File: src/rtl/spill_flush_arbiter.sv
// rtl/spill_flush_arbiter.sv - round-robin arbiter with flush sequencing in front of a flushable spill register
module spill_flush_arbiter #(
    parameter  int NumReq      = 4,
    parameter  int DataWidth   = 32,
    parameter  int FlushCycles = 1,
    localparam int IdxWidth    = (NumReq > 1) ? $clog2(NumReq) : 1
) (
    input  logic                        clk_i,
    input  logic                        rst_i,
    input  logic [NumReq-1:0]           valid_i,
    output logic [NumReq-1:0]           ready_o,
    input  logic [NumReq*DataWidth-1:0] data_i,
    output logic                        valid_o,
    input  logic                        ready_i,
    output logic [DataWidth-1:0]        data_o,
    output logic [IdxWidth-1:0]         idx_o,
    input  logic                        flush_req_i,
    output logic                        flush_ack_o,
    output logic                        flush_o,
    output logic                        busy_o
);

    localparam int                  CntWidth = (FlushCycles > 1) ? $clog2(FlushCycles) : 1;
    localparam logic [IdxWidth-1:0] LastIdx  = IdxWidth'(NumReq - 1);
    localparam logic [CntWidth-1:0] LastCnt  = CntWidth'(FlushCycles - 1);

    typedef enum logic [1:0] {
        ST_ARB   = 2'd0,
        ST_LOCK  = 2'd1,
        ST_FLUSH = 2'd2
    } state_t;

    state_t              r_state;
    state_t              w_next_state;
    logic [IdxWidth-1:0] r_rr_ptr;
    logic [IdxWidth-1:0] r_lock_idx;
    logic [CntWidth-1:0] r_flush_cnt;

    logic                 w_hi_hit;
    logic                 w_lo_hit;
    logic                 w_any_valid;
    logic [IdxWidth-1:0]  w_hi_idx;
    logic [IdxWidth-1:0]  w_lo_idx;
    logic [IdxWidth-1:0]  w_grant_idx;
    logic [IdxWidth-1:0]  w_sel_idx;
    logic [DataWidth-1:0] w_sel_data;
    logic                 w_flush_last;

    // Round-robin successor; wraps from the last requester back to 0.
    function automatic logic [IdxWidth-1:0] f_next_idx(input logic [IdxWidth-1:0] idx);
        if (idx == LastIdx) begin
            return '0;
        end else begin
            return idx + IdxWidth'(1);
        end
    endfunction

    assign w_flush_last = (r_flush_cnt == LastCnt);

    // Pick the lowest valid index at or above the pointer, else the lowest valid index overall.
    always_comb begin
        w_hi_hit = 1'b0;
        w_lo_hit = 1'b0;
        w_hi_idx = '0;
        w_lo_idx = '0;
        for (int k = NumReq - 1; k >= 0; k--) begin
            if (valid_i[k]) begin
                w_lo_hit = 1'b1;
                w_lo_idx = IdxWidth'(k);
                if (IdxWidth'(k) >= r_rr_ptr) begin
                    w_hi_hit = 1'b1;
                    w_hi_idx = IdxWidth'(k);
                end
            end
        end
        w_any_valid = w_lo_hit;
        w_grant_idx = w_hi_hit ? w_hi_idx : w_lo_idx;
    end

    // Payload mux: locked index while holding a grant, fresh grant otherwise.
    always_comb begin
        w_sel_idx  = (r_state == ST_LOCK) ? r_lock_idx : w_grant_idx;
        w_sel_data = '0;
        for (int k = 0; k < NumReq; k++) begin
            if (w_sel_idx == IdxWidth'(k)) begin
                w_sel_data = data_i[k*DataWidth +: DataWidth];
            end
        end
    end

    // State register.
    always_ff @(posedge clk_i) begin
        if (rst_i) begin
            r_state <= ST_ARB;
        end else begin
            r_state <= w_next_state;
        end
    end

    // Pointer, lock index and flush counter updates; reset abandons any grant or flush in flight.
    always_ff @(posedge clk_i) begin
        if (rst_i) begin
            r_rr_ptr    <= '0;
            r_lock_idx  <= '0;
            r_flush_cnt <= '0;
        end else begin
            case (r_state)
                ST_ARB: begin
                    r_flush_cnt <= '0;
                    if (!flush_req_i && w_any_valid) begin
                        if (ready_i) begin
                            r_rr_ptr <= f_next_idx(w_grant_idx);
                        end else begin
                            r_lock_idx <= w_grant_idx;
                        end
                    end
                end
                ST_LOCK: begin
                    if (ready_i) begin
                        r_rr_ptr <= f_next_idx(r_lock_idx);
                    end
                end
                ST_FLUSH: begin
                    r_flush_cnt <= r_flush_cnt + CntWidth'(1);
                    if (w_flush_last) begin
                        r_rr_ptr <= '0;
                    end
                end
                default: begin
                end
            endcase
        end
    end

    // Next-state logic: flush wins in ARB, an unaccepted grant locks, LOCK waits for ready.
    always_comb begin
        w_next_state = r_state;
        case (r_state)
            ST_ARB: begin
                if (flush_req_i) begin
                    w_next_state = ST_FLUSH;
                end else if (w_any_valid && !ready_i) begin
                    w_next_state = ST_LOCK;
                end
            end
            ST_LOCK: begin
                if (ready_i) begin
                    w_next_state = ST_ARB;
                end
            end
            ST_FLUSH: begin
                if (w_flush_last) begin
                    w_next_state = ST_ARB;
                end
            end
            default: begin
                w_next_state = ST_ARB;
            end
        endcase
    end

    // Outputs: all forced low during reset; flush and valid never share a cycle.
    always_comb begin
        valid_o     = 1'b0;
        ready_o     = '0;
        data_o      = '0;
        idx_o       = '0;
        flush_o     = 1'b0;
        flush_ack_o = 1'b0;
        busy_o      = 1'b0;
        if (!rst_i) begin
            case (r_state)
                ST_ARB: begin
                    if (!flush_req_i) begin
                        if (w_any_valid) begin
                            valid_o = 1'b1;
                            idx_o   = w_sel_idx;
                            data_o  = w_sel_data;
                        end else begin
                            idx_o = r_rr_ptr;
                        end
                    end
                end
                ST_LOCK: begin
                    valid_o = 1'b1;
                    idx_o   = w_sel_idx;
                    data_o  = w_sel_data;
                    busy_o  = 1'b1;
                end
                ST_FLUSH: begin
                    flush_o     = 1'b1;
                    flush_ack_o = w_flush_last;
                    busy_o      = 1'b1;
                end
                default: begin
                end
            endcase
            for (int k = 0; k < NumReq; k++) begin
                ready_o[k] = valid_o && ready_i && (w_sel_idx == IdxWidth'(k));
            end
        end
    end

    // A locked requester must keep valid_i high until its handshake completes.
    a_lock_valid_held: assert property (@(posedge clk_i) disable iff (rst_i)
        (r_state == ST_LOCK) |-> valid_i[r_lock_idx]);

endmodule
File: config.mk
export PLATFORM = sky130hd
export DESIGN_NAME = spill_flush_arbiter
export DESIGN_NICKNAME = d
export VERILOG_FILES = /design/src/rtl/spill_flush_arbiter.sv
export SDC_FILE = /design/constraint.sdc
export NUM_CORES = 1
export LEC_CHECK = 0
export BUFFER_PORTS_ARGS = -buffer_cell sky130_fd_sc_hd__clkbuf_2
export CAP_MARGIN = 0
export CORE_ASPECT_RATIO = 0.7
export CORE_MARGIN = 2
export CORE_UTILIZATION = 30
export DETAILED_ROUTE_END_ITERATION = 8
export HOLD_SLACK_MARGIN = 0.05
export SLEW_MARGIN = 20
export SYNTH_ARGS = -nofsm -noshare
export SYNTH_HDL_FRONTEND = slang
export SYNTH_SLANG_ARGS = --single-unit
File: constraint.sdc
create_clock -name clk_i -period 3.1 [get_ports clk_i]
set_input_delay 0.465 -clock clk_i [delete_from_list [all_inputs] [get_ports clk_i]]
set_output_delay 0.465 -clock clk_i [all_outputs]
set_load 0.03 [all_outputs]
==> results.sh <==
export IMPL_setup_slack_ns=0.09465
export IMPL_ys_warn_count=0
export IMPL_mostFrequentLayoutCell="clkbuf_2"
export IMPL_fin_total_pwr_mw=1.270
export IMPL_drv_slew=0
export IMPL_drive_gt1_share_pct=46.30
export IMPL_grt_max_degree=33
export IMPL_critPathKind="reg -> out"
export IMPL_clockBufferDepth=2
export IMPL_r2r_start="r_rr_ptr[1]"
export IMPL_layout_min_cycle_time_ns=3.005
export IMPL_dp_hpwl_mm=8.606
export IMPL_yosysSeqAreaShare_pct=5.677
export IMPL_vias=3866
export IMPL_fillers=790
export IMPL_multi_input_area_mm2=0.002146
export IMPL_clk_pin_slew_ns=0.04
export IMPL_initial_core_util_pct=31.10
export IMPL_synth_edff_count=0
export IMPL_overflow=0
export IMPL_pre_cts_ws_ns=0.07392
export IMPL_clk_latency_ns=0.23
export IMPL_io_buffers=177
export IMPL_clock_sinks=7
export IMPL_die_h_um=79.90
export IMPL_dieArea_mm2=0.008982
export IMPL_worst_slew_pin_slew_ns=0.7840
export IMPL_rrSetupSlack_ns=0.80
export IMPL_layout_common_cells="clkbuf_2 (166), nor2_1 (47), a21oi_1 (44)"
export IMPL_globalplace_congestion=0.9511
export IMPL_drt_initial_drc_count=266
export IMPL_drc=0
export IMPL_synth_seq_cells=7
export IMPL_nets=711
export IMPL_io_pin_count=178
export IMPL_hold_violations=0
export IMPL_syn_num_nets=528
export IMPL_grt_use_total_pct=22.52
export IMPL_fmax_ghz=0.3327
export IMPL_end_kind="output port"
export IMPL_placed_area_mm2=0.003581
export IMPL_wirelength_mm=11.05
export IMPL_ys_flop_type="dfxtp_1"
export IMPL_diodes=0
export IMPL_die_w_um=112.4
export IMPL_post_route_period_util_pct=96.95
export IMPL_tritoncts="done"
export IMPL_cellLeakagePower_nw=1.760
export IMPL_coreArea_mm2=0.007939
export IMPL_cp_arrival_ns=2.54
export IMPL_cts_buffers=3
export IMPL_area_growth_pct=52.86
export IMPL_finalSetupViolations=0
export IMPL_syn_avg_cell_area_um2=6.395
export IMPL_seq_area_um2=140.1
export IMPL_vias_per_cell=5.779
export IMPL_hold_depth=3
export IMPL_grt_pass1_vias=3597
export IMPL_async_flop_share_pct=0
export IMPL_ys_types=47
export IMPL_finClkSkew_ns=0.002107
export IMPL_htree_levels=1
export IMPL_start_kind="flip-flop"
export IMPL_cts_root_buf="clkbuf_16"
export IMPL_slew_limit_headroom_pct=47.68
export IMPL_antenna_found_initial=0
export IMPL_critPathRequiredTime_ns=2.63
export IMPL_vdd_ir_drop_max_mv=0.2650
export IMPL_hold_path_end="r_state[1]"
export IMPL_setup_tns_final_ns=0
export IMPL_rsz0062_at_grt="false"
export IMPL_worstPathMaxFanout=8
export IMPL_netlist_area_mm2=0.002469
export IMPL_post_route_cell_area_mm2=0.003774
export IMPL_ant_nets=0
export IMPL_worstHoldStart="flush_req_i"
export IMPL_grt_pass1_wl_mm=17.03
export IMPL_r2r_end="r_rr_ptr[1]"
export IMPL_reg2regPathDepth=9
export IMPL_drt_pass1_iterations=5
export IMPL_min_path_type="in -> reg"
export IMPL_rows=27
export IMPL_wire_per_inst_um=16.51
export IMPL_synth_cells=386
export IMPL_status="finished clean"
export IMPL_max_cap_violations=0
export IMPL_hold_buffers=0
export IMPL_pwr_density_cell_mw_per_mm2=336.6
-- stage by stage --
| step | util (%) | hold slack, ns | std cells |
|---|---|---|---|
| 2_1_floorplan | - | 0.5116 | 386 |
| 3_3_place_gp | 45.07 | 0.5416 | 660 |
| 3_5_place_dp | 45.11 | 0.5480 | 660 |
| 4_1_cts | 46.48 | 0.5336 | 664 |
| 5_1_grt | 47.53 | 0.5805 | 669 |
| 6_report | 47.53 | 0.5357 | 669 |
-- report_power, final --
part	internal [mW]	leakage [nW]	switching, mW	total, mW
sequential	0.100	0.0575	0.0144	0.115
combinational	0.366	1.66	0.567	0.933
clock	0.171	0.0382	0.0515	0.223
total	0.637	1.76	0.633	1.27
-- worst max-delay path, stage by stage (launching register included) --
cell and delay, ns:
dfxtp_1 0.33, buf_4 0.15, inv_1 0.12, ha_4 0.17, nand2b_1 0.09, o31a_4 0.32, a211oi_4 0.25, buf_6 0.18
o221ai_1 0.11, o32ai_1 0.34, buf_4 0.22
-- state kept, by name (all words and copies together), names as in the netlist --
signal       count
r_lock_idx       2
r_rr_ptr         2
r_state          2
r_flush_cnt      1
-- cell families (layout without fill, tap and decap cells) --
| logic type | Yosys count | in the layout | synth area share [%] |
|---|---|---|---|
| muxes | 15 | 15 | 6.690 |
| adders and majority gates | 6 | 6 | 3.041 |
| buffers and inverters | 60 | 242 | 9.883 |
| and+or+nand+nor | 117 | 117 | 21.54 |
| DFF | 7 | 7 | 5.676 |
| AOI/OAI and AO/OA | 181 | 181 | 53.17 |
-- cell type report --
cell class / instances / share of cell area (%)
multi-input cells: 319 / 56.86
repair buffers: 209 / 31.00
flip-flops and latches: 7 / 3.714
well taps: 101 / 3.349
inverters: 29 / 2.984
clock buffers: 4 / 2.089
-- synth_stat cells (4+ instances only) --
cell type | instances | area, um^2
a31oi_1 | 15 | 93.84
mux2_2 | 12 | 135.1
o221ai_1 | 13 | 113.9
inv_1 | 29 | 108.9
dfxtp_1 | 7 | 140.1
nand2b_1 | 9 | 56.30
nor3_1 | 4 | 20.02
buf_2 | 9 | 45.04
nor2b_1 | 11 | 68.82
o32ai_1 | 13 | 113.9
nand2_1 | 33 | 123.9
ha_1 | 6 | 75.07
nor2_1 | 49 | 183.9
o221ai_2 | 7 | 105.1
clkbuf_1 | 21 | 78.83
o21ai_0 | 39 | 195.2
o221a_2 | 4 | 45.04
a21oi_1 | 45 | 225.2
o32ai_2 | 7 | 113.9
o22ai_1 | 16 | 100.1
-- metal layers --
layer / track usage, % / part of all wire [%] / up-vias
met5: 0 / 0 / -
met4: 3.171 / 0.57 / 0
met3: 3.569 / 8.1 / 8
met2: 38.37 / 47 / 229
met1: 30.71 / 44 / 1802
li1: - / - / 1827
-- repair_timing --
action / in CTS / in global routing
setup buffers: 0 / 4
resized for setup: 9 / 22
gates cloned: 0 / 1
setup endpoints to repair: 20 / 21
pin swaps: 1 / 1
-- how the worst max path moves through the flow --
stage,from,endpoint,slack (ns),cells past startpoint
after floorplan,r_state[1],data_o[20],0.22,9
after global placement,r_state[1],data_o[1],-0.03,8
after detailed placement,r_state[1],data_o[2],0.07,10
after CTS,r_state[1],data_o[1],-0.008,10
after global routing,r_state[1],data_o[20],0.001,9
final,r_state[0],data_o[4],0.09,10
Note: power is estimated with default switching activity, not from simulation.
